--- config.mk ---
export PLATFORM = sky130hd
export DESIGN_NAME = enum_seq_ctrl
export DESIGN_NICKNAME = d
export VERILOG_FILES = /design/src/rtl/enum_seq_ctrl.sv
export SDC_FILE = /design/constraint.sdc
export NUM_CORES = 1
export LEC_CHECK = 0
export CAP_MARGIN = 20
export CORE_ASPECT_RATIO = 1.5
export CORE_MARGIN = 3
export CORE_UTILIZATION = 44
export CTS_CLUSTER_DIAMETER = 30
export DETAILED_ROUTE_END_ITERATION = 16
export HOLD_SLACK_MARGIN = 0.03
export PLACE_DENSITY = 0.78
export SKIP_LAST_GASP = 1
export SYNTH_ARGS = -nofsm -noshare
export SYNTH_HDL_FRONTEND = slang
export SYNTH_SLANG_ARGS = --single-unit
--- constraint.sdc ---
create_clock -name clk -period 1.85 [get_ports clk]
set_clock_uncertainty 0.05 [all_clocks]
set_input_delay 0.185 -clock clk [delete_from_list [all_inputs] [get_ports clk]]
set_output_delay 0.185 -clock clk [all_outputs]
set_load 0.02 [all_outputs]
--- src/rtl/enum_seq_ctrl.sv ---
// rtl/enum_seq_ctrl.sv - request/sweep sequencer for four enum-typed output fields
// Optional atomic shadow update enabled by `ENUM_SEQ_SHADOW_EN.
module enum_seq_ctrl (
    input  logic       clk,
    input  logic       rst,
    input  logic       req_valid,
    output logic       req_ready,
    input  logic [1:0] req_sel,
    input  logic       req_code,
    input  logic       sweep_start,
    input  logic       commit,
    output logic [4:0] var1,
    output logic [5:0] var2,
    output logic [6:0] var3,
    output logic [7:0] var4,
    output logic       done
);

    localparam logic [4:0] V1_A = 5'h07;
    localparam logic [4:0] V1_B = 5'h1C;
    localparam logic [5:0] V2_A = 6'h07;
    localparam logic [5:0] V2_B = 6'h38;
    localparam logic [6:0] V3_A = 7'h1C;
    localparam logic [6:0] V3_B = 7'h63;
    localparam logic [7:0] V4_A = 8'h5A;
    localparam logic [7:0] V4_B = 8'hD3;

    typedef enum logic [1:0] {
        IDLE  = 2'd0,
        APPLY = 2'd1,
        SWEEP = 2'd2,
        DONE  = 2'd3
    } state_t;

    state_t     state_q, state_d;
    logic [1:0] idx_q, idx_d;
    logic [1:0] sel_q, sel_d;
    logic       code_q, code_d;

    // Working fields: drive the outputs directly, or act as shadows when enabled.
    logic [4:0] f1_q, f1_d;
    logic [5:0] f2_q, f2_d;
    logic [6:0] f3_q, f3_d;
    logic [7:0] f4_q, f4_d;

    always_ff @(posedge clk) begin
        if (rst) begin
            state_q <= IDLE;
            idx_q   <= 2'd0;
            sel_q   <= 2'd0;
            code_q  <= 1'b0;
            f1_q    <= V1_A;
            f2_q    <= V2_A;
            f3_q    <= V3_A;
            f4_q    <= V4_A;
        end else begin
            state_q <= state_d;
            idx_q   <= idx_d;
            sel_q   <= sel_d;
            code_q  <= code_d;
            f1_q    <= f1_d;
            f2_q    <= f2_d;
            f3_q    <= f3_d;
            f4_q    <= f4_d;
        end
    end

    always_comb begin
        state_d = state_q;
        idx_d   = idx_q;
        sel_d   = sel_q;
        code_d  = code_q;
        f1_d    = f1_q;
        f2_d    = f2_q;
        f3_d    = f3_q;
        f4_d    = f4_q;
        case (state_q)
            IDLE: begin
                if (sweep_start) begin
                    state_d = SWEEP;
                    idx_d   = 2'd0;
                end else if (req_valid) begin
                    sel_d   = req_sel;
                    code_d  = req_code;
                    state_d = APPLY;
                end
            end
            APPLY: begin
                case (sel_q)
                    2'd0:    f1_d = code_q ? V1_B : V1_A;
                    2'd1:    f2_d = code_q ? V2_B : V2_A;
                    2'd2:    f3_d = code_q ? V3_B : V3_A;
                    default: f4_d = code_q ? V4_B : V4_A;
                endcase
                state_d = DONE;
            end
            SWEEP: begin
                // Toggle to the other literal; any illegal value would fall back to the first.
                case (idx_q)
                    2'd0:    f1_d = (f1_q == V1_A) ? V1_B : V1_A;
                    2'd1:    f2_d = (f2_q == V2_A) ? V2_B : V2_A;
                    2'd2:    f3_d = (f3_q == V3_A) ? V3_B : V3_A;
                    default: f4_d = (f4_q == V4_A) ? V4_B : V4_A;
                endcase
                idx_d = idx_q + 2'd1;
                if (idx_q == 2'd3) begin
                    state_d = DONE;
                end
            end
            default: begin
                state_d = IDLE;
            end
        endcase
    end

    assign req_ready = (state_q == IDLE);
    assign done      = (state_q == DONE);

`ifdef ENUM_SEQ_SHADOW_EN
    logic [4:0] o1_q, o1_d;
    logic [5:0] o2_q, o2_d;
    logic [6:0] o3_q, o3_d;
    logic [7:0] o4_q, o4_d;
    logic       pend_q, pend_d;

    always_ff @(posedge clk) begin
        if (rst) begin
            o1_q   <= V1_A;
            o2_q   <= V2_A;
            o3_q   <= V3_A;
            o4_q   <= V4_A;
            pend_q <= 1'b0;
        end else begin
            o1_q   <= o1_d;
            o2_q   <= o2_d;
            o3_q   <= o3_d;
            o4_q   <= o4_d;
            pend_q <= pend_d;
        end
    end

    // Copies always take the registered shadows, so a same-edge request is not included.
    always_comb begin
        o1_d   = o1_q;
        o2_d   = o2_q;
        o3_d   = o3_q;
        o4_d   = o4_q;
        pend_d = pend_q;
        if ((state_q == IDLE && commit) || (state_q == DONE && (pend_q || commit))) begin
            o1_d   = f1_q;
            o2_d   = f2_q;
            o3_d   = f3_q;
            o4_d   = f4_q;
            pend_d = 1'b0;
        end else if (commit) begin
            pend_d = 1'b1;
        end
    end

    assign var1 = o1_q;
    assign var2 = o2_q;
    assign var3 = o3_q;
    assign var4 = o4_q;
`else
    logic unused_commit;
    assign unused_commit = commit;

    assign var1 = f1_q;
    assign var2 = f2_q;
    assign var3 = f3_q;
    assign var4 = f4_q;
`endif

endmodule

# Yosys cells after proc, flatten, opt, wreduce, memory -nomap -nowiden
# Index checks and enable logic that the tools add are counted.
# totals
regBits	33
latch_bits	0
ramBits	0
rom_bits	0
in_bits	8
word_cells	73
memories	0
# classes
add_sub_neg	1
n_mul	0
div_mod_pow	0
order_cmp	0
n_eq_ne	23
shifts	0
n_mux	26
bitwise	1
reduce_logical	14
# ops
operator	count
$mux 8	4
$mux 7	4
$mux 6	4
$mux 5	4
$pmux 8 s2	1
$reduce_and 3->1	5
$pmux 7 s2	1
$ne 2x2->1 const B	6
$pmux 6 s2	1
$eq 2x2->1 const B	5
$pmux 5 s2	1
$eq 8x7->1 const B	1
$mux 2	4
$ne 2x1->1 const B	4
$eq 7x5->1 const B	1
$eq 2x1->1 const B	3
$eq 6x3->1 const B	1
$logic_not 2->1	3
$pmux 2 s3	1
$reduce_or 3->1	2
$eq 5x3->1 const B	1
$pmux 2 s2	1
$reduce_and 2->1	2
$reduce_bool 2->1	2
other kinds (3)	3

# Depth between registers and ports, before layout
# Gate-level depths: netlist of the first run.
# depth
depth_word	4
depth_mapped	6
depth_no_buf	6

# Worst setup path after synthesis of the first run
# Ideal clock, no wire load.
# synth_timing
path_type	flip-flop to flip-flop
from	register state_q[0]
to	register f4_q[3] (netlist: var4[3])
setup_time_ns	0.114
arrival_time_ns	1.431
required_time_ns	1.686
slack_ns	0.255
path_stages_with_launch	7
n_path_buf	0
synth_period_minus_slack_ns	1.595
cell_sequence	dfxtp_1 inv_1 ha_1 inv_2 a21o_1 a211o_1 a21o_1
# synth_via
elab_chain_cells	3
word_cells_on_any_way	7
cone_classes	eq/ne: 4; mux: 1; reduce/logical: 2
# synth_rtl
item	line	text
start: declaration	35	state_t state_q, state_d;
start signal: assignment	57	state_q <= state_d;
$eq 2x1->1 / $eq 2x2->1 (equally long branches)	77	case (state_q)
$ne 2x2->1 (no source line) / $reduce_bool 2->1 (equally long branches)	-	
$reduce_and 3->1 (no source line)	-	
end signal: assignment	55	f4_q <= V4_A;
end signal: assignment	64	f4_q <= f4_d;
end: declaration	44	logic [7:0] f4_q, f4_d;
# Several ways; a longest one is shown, not always the timed one.
# A chain may end at the register's enable or synchronous reset.

# Worst setup path after layout of the first run
# Same ends and word-level chain as after synthesis.

==> results of run 1 <==
final cells by class:
type                       instances  area, um^2
clock buffer                       4        26.3
fill                             182         877
inverter                           8        30.0
multi-input combinational         75         534
sequential                        15         303
tap                               22        27.5
timing repair buffer              28         279
power by group through the flow:
stage	sequential [mW]	clock [mW]	combinational [mW]
3_5_place_dp	0.492	0	1.07
3_3_place_gp	0.482	0	1.05
4_1_cts	0.484	0.197	1.07
5_1_grt	0.506	0.214	1.16
6_report	0.488	0.188	1.07
2_1_floorplan	0.529	0	0.758
per-stage QoR:
stage / setup WS [ps] / cells
global placement: 177 / 148
global route: 50.0 / 152
detailed placement: 125 / 148
CTS: 94.4 / 152
finish: 151 / 152
floorplan: 255 / 117
registers in the layout, summed over array words and instances (netlist names):
register	cells
var4	2
var1	2
code_q	1
var3	2
state_q	2
idx_q	2
var2	2
sel_q	2
worst max-delay path by stage:
stage	cells past startpoint	slack, ps	to
global placement	6	180	var4[3]
finish	6	150	var4[3]
detailed placement	6	130	var4[3]
floorplan	6	260	var4[3]
CTS	6	90	var4[3]
global route	6	50	var4[3]
critical path, cell delays in order, from the launching register on:
cell and delay [ps]:
dfxtp_2 380, inv_1 90, ha_1 370, inv_2 80, a21o_1 190, a211o_1 290
a21o_1 160
cell usage in the layout (no fill, tap or decap), types with 5 or more instances in the layout:
cell | synthesis | final
nand2_1 | 6 | 6
ha_1 | 10 | 10
dfxtp_1 | 15 | 13
a21oi_1 | 7 | 7
mux2i_1 | 6 | 6
nand2b_1 | 6 | 6
conb_1 | 2 | 6
inv_1 | 7 | 7
a21o_1 | 5 | 5
clkdlybuf4s50_1 | 0 | 27
nor2_1 | 8 | 8
layer usage:
layer  global-route usage, %  wire, um  vias up
met4                    6.79        44        0
met1                    16.1       759      356
li1                        -         -      390
met3                    2.54        88        4
met2                    27.0      1010       23
met5                       0         0        -
cells by family after synthesis:
group	count (synthesis)	share of synthesized area (%)
and+or+nand+nor	28	14.4
buffers and inverters	27	17.1
AOI/OAI and AO/OA	25	18.6
DFF	15	30.4
adders and majority gates	10	12.7
muxes	6	6.08
other	2	0.760
repair_timing:
action                                 4_1_cts  5_1_grt
endpoints found under the hold margin        0        0
cloned                                       0        0
setup endpoints to repair                    1        2
gates resized for setup                      1        2
==> results by group, run 1 <==
Floorplanning
  – Die Y: 64.1 um
  – Die W: between 40 and 50 um
  – Initial Util: 47.6%
  – Die area: around 2900 um^2
  – I/O pin total: 36
  – Rows: 20
  – Core ar.: 2080 um^2

Power and ir drop
  – Clock power share: 10.8%
  – Sw Share: between 40% and 50%
  – Internal power: approximately 970 uW
  – Switching Power: 776 uW
  – Comb power frac: between 60% and 70%
  – Maximum vdd drop: 1.04 mV
  – Overall power: 1.74 mW
  – Leak: 0.501 nW
  – Sequential power share: 28.0%
  – Power density over the cells: 1450 nW/um^2

Global route
  – GRT Util Overall: 15.0%
  – Overflow after GRT: 0
  – Antenna violations before repair: 0
  – Largest net degree at the start of global routing: 16
  – First-pass GRT wire length: 3.24 mm
  – Vias in the first global route: 721

Run status
  – Status: complete, no violations

Hold path
  – WHS Endpoint: var1[3]
  – Hold Path Depth: 2
  – Worst hold path type: flop to flop
  – Worst Min Path Start: var1[3]

Synthesis
  – Yosys cell types: 24
  – Asr flop ratio synth: 0%
  – Register area share after synthesis: 30.4%
  – Yosys top cell area share: a little under a third
  – EDFF count, synth: 0
  – Cell area after synthesis: 988 um^2
  – Commonest register cell after synthesis: dfxtp_1
  – Synth Instances: 113
  – Largest cells by area after synthesis: dfxtp_1 30%, buf_4 14%, ha_1 13%, mux2i_1 6.1%, a21o_1 3.8%
  – Seq cells post-synth: 15
  – Synth top cells by count: 18 x buf_4, 15 x dfxtp_1, 10 x ha_1
  – Top-count cell post-synth: buf_4
  – Largest area contributor in the netlist: dfxtp_1
  – Yosys warnings: 0
  – Synth Area per Inst: 8.75 um^2

Clock tree
  – Post-CTS Hold Buffers: 0
  – Reg clk slew, reported paths: 90 ps
  – Clk sink count: 15
  – TritonCTS Buffers: 3
  – Clock Latency Late Sink: ~280 ps
  – Post-CTS Setup Inserts: 0
  – Root Buffer: clkbuf_4
  – Clk buf depth: 2
  – CTS tree: done
  – H-tree lvl count: 1

Worst setup path
  – CP Capture Type: flop
  – Critical path class: flop to flop
  – Worst Path Max Fanout: 5
  – Worst Path Required: 1980 ps
  – Worst R2R Setup Slack: ~150 ps
  – Worst reg2reg path endpoint: var4[3]
  – Setup crit start kind: flop
  – R2r startpoint: state_q[0]
  – Data arrival, critical path: around 1800 ps
  – Crit. Startpoint: state_q[0]
  – R2R depth: 6

Finish
  – Layout cell share with drive strength beyond 1: 6.92%
  – # diodes: 0
  – Number of nets in the layout: 149
  – Post-route cell area: 1200 um^2
  – Area growth, synth to finish: 21.4%
  – Post-layout util: slightly below 60%

Timing
  – Max Slew Vio Count: 0
  – Hold_ws: 449 ps
  – F_max: 588 MHz
  – Tightest Pin Transition: 566 ps
  – Final min period: 1700 ps
  – Setup violators final: 0
  – Fin crit share: 91.9%
  – Setup TNS: 0 ps
  – Final Hold Fails: 0
  – Worst slew margin: 62.2%
  – Unrepaired setup endpoints after global routing: no

Flow run
  – MaxCap Viol Count: 0

Detailed routing
  – Vias: 773
  – DRT iter0 DRCs: 5
  – Drt pass-1 iters: 2
  – Via density: 5.09
  – Antenna Nets Post-Route: 0
  – DRC Markers: 0
  – Final wirelength: 1.91 mm
  – WL per Instance: ~13 um

Placed design
  – Port buffer count: 28
  – Gp weighted congestion: around 0.75
  – Dpl hpwl: 1.53 mm
  – Placed Area: 1170 um^2
No activity file was read; power rests on OpenSTA's default activity.
==> run 2: changes to the inputs <==
--- a/config.mk
+++ b/config.mk
@@ -15,2 +15,3 @@
 export PLACE_DENSITY = 0.78
+export SETUP_SLACK_MARGIN = 0.1
 export SKIP_LAST_GASP = 1
==> constraint.sdc (replaced) <==
create_clock -name clk -period 1.85 [get_ports clk]
set_clock_uncertainty 0.05 [all_clocks]
set_input_delay 0.2775 -clock clk [delete_from_list [all_inputs] [get_ports clk]]
set_output_delay 0.2775 -clock clk [all_outputs]
set_load 0.02 [all_outputs]
==> run 2 against run 1 <==
Against the previous run: clock power grew 3%; die area unchanged; routed wire length rose by 3.1%; register-to-register slack improved by 70 ps; combinational power is 7% higher; critical path depth shrank 5; hold slack worse by 9.9 ps; sequential share of layout area decreased by 0.62 points; core utilization grew 1.4 points; critical path type is now flop to output port; largest cell class unchanged.
==> results by group, run 2 (same netlist as run 1, synthesis figures left out) <==
Global route
  – Largest net degree at the start of global routing: 16
  – GRT Util Overall: 14.1%
  – Vias in the first global route: 712
  – Antenna violations before repair: 0
  – First-pass GRT wire length: 3.06 mm
  – Overflow after GRT: 0

Finish
  – Most frequent cells in the layout: 26 x clkdlybuf4s50_1, 13 x dfxtp_1, 9 x ha_1
  – Finished Layout Cells: 153
  – Post-route cell area: 1230 um^2
  – Number of nets in the layout: 150
  – Layout cell share with drive strength beyond 1: between 8 and 9%
  – Post-layout util: 59.2%
  – Area growth, synth to finish: 24.4%
  – Most common cell after layout, fill and taps aside: clkdlybuf4s50_1
  – # diodes: 0
  – # fillers: 188

Timing
  – Fin crit share: between 80% and 90%
  – Final setup margin: 198 ps
  – Setup TNS: 0 ps
  – Worst slew margin: 63.2%
  – Hold_ws: 440 ps
  – Tightest Pin Transition: 551 ps
  – F_max: approximately 610 MHz
  – Unrepaired setup endpoints after global routing: no
  – Final Hold Fails: 0
  – Final min period: 1650 ps
  – Setup violators final: 0
  – Max Slew Vio Count: 0

Placed design
  – Dpl hpwl: 1.55 mm
  – Port buffer count: 28
  – Placed Area: 1180 um^2
  – Post-Place Worst Slack: 93.7 ps
  – Gp weighted congestion: between 0.7 and 0.8
  – Total placed cells including tap cells: 149

Power and ir drop
  – Sw Share: 43.9%
  – Leak: 0.513 nW
  – Power density over the cells: approximately 1500 nW/um^2
  – Switching Power: 804 uW
  – Internal power: slightly above 1 mW
  – Sequential power share: 26.7%
  – Maximum vdd drop: 0.920 mV
  – Overall power: about 1.8 mW
  – Comb power frac: 62.7%
  – Clock power share: a little over a tenth

Clock tree
  – Post-CTS Setup Inserts: 0
  – Root Buffer: clkbuf_4
  – Clk buf depth: 2
  – Reg clk slew, reported paths: 100 ps
  – H-tree lvl count: 1
  – Clock Latency Late Sink: 280 ps
  – CTS tree: done
  – TritonCTS Buffers: 3
  – Clk sink count: 15

Detailed routing
  – Drt pass-1 iters: 4
  – DRC Markers: 0
  – Via density: slightly above 5
  – WL per Instance: 12.8 um
  – Final wirelength: slightly below 2 mm
  – DRT iter0 DRCs: 12
  – Antenna Nets Post-Route: 0
  – Vias: 778

Floorplanning
  – Die W: 44.7 um
  – Die Y: about 64 um
  – Core ar.: 2080 um^2
  – Die area: 2860 um^2
  – I/O pin total: 36
  – Initial Util: 47.6%
  – Rows: 20

Run status
  – Status: complete, no violations

Worst setup path
  – Worst Path Required: approximately 1500 ps
  – CP Capture Type: output port
  – Setup crit start kind: flop
  – WP buf/inv: 1
  – Data arrival, critical path: approximately 1300 ps
  – CP peak stage delay: 630 ps
  – Top Family by Delay on Critical Path: buffers and inverters
  – Worst Path Max Fanout: 6
  – Critical path class: flop to output port
  – Critical-path cell list: clkdlybuf4s50_1
  – Slowest cell on crit path: clkdlybuf4s50_1

Hold path
  – Worst hold path type: flop to flop

Flow run
  – MaxCap Viol Count: 0
run 2: power groups by stage:
stage,Clock (mW),Sequential (mW),Combinational (mW)
6_report,0.193,0.489,1.15
3_3_place_gp,0,0.483,1.06
5_1_grt,0.212,0.506,1.24
2_1_floorplan,0,0.529,0.758
4_1_cts,0.194,0.488,1.07
3_5_place_dp,0,0.495,1.08
run 2: cell type report:
cell class / instances / area, um^2 / share of cell area, %
repair buffers: 29 / 285 / 23.2
flip-flops and latches: 15 / 303 / 24.6
inverters: 8 / 30.0 / 2.44
well taps: 22 / 27.5 / 2.24
multi-input cells: 75 / 558 / 45.4
clock buffers: 4 / 26.3 / 2.14
run 2: path summary, 6_finish.rpt:
kind	startpoint	endpoint	slack, ps	cells after the start
min reg2reg	var1[3]	var1[3]	440	2
max	var3[5]	var3[5]	200	1
min	var1[3]	var1[3]	440	2
max reg2reg	state_q[1]	var4[3]	220	5
run 2: worst min-delay path, delay by kind of cell (launching register included):
family,cells,cell delay (ps)
AND/OR/NAND/NOR,1,60
flip-flops,1,340
AO/OA/AOI/OAI,1,50
run 2: repair_timing:
action | in CTS | in global routing
hold buffers | 0 | 0
endpoints found under the setup margin | 3 | 6
gates resized for setup | 3 | 3
hold endpoints to repair | 0 | 0
run 2: layer usage:
| metal | routed length [um] | share of wire, % | track usage (%) |
|---|---|---|---|
| met1 | 775 | 39 | 14.7 |
| met2 | 1070 | 55 | 26.3 |
| met3 | 91 | 4.6 | 2.82 |
| met4 | 25 | 1.3 | 4.53 |
| met5 | 0 | 0 | 0 |
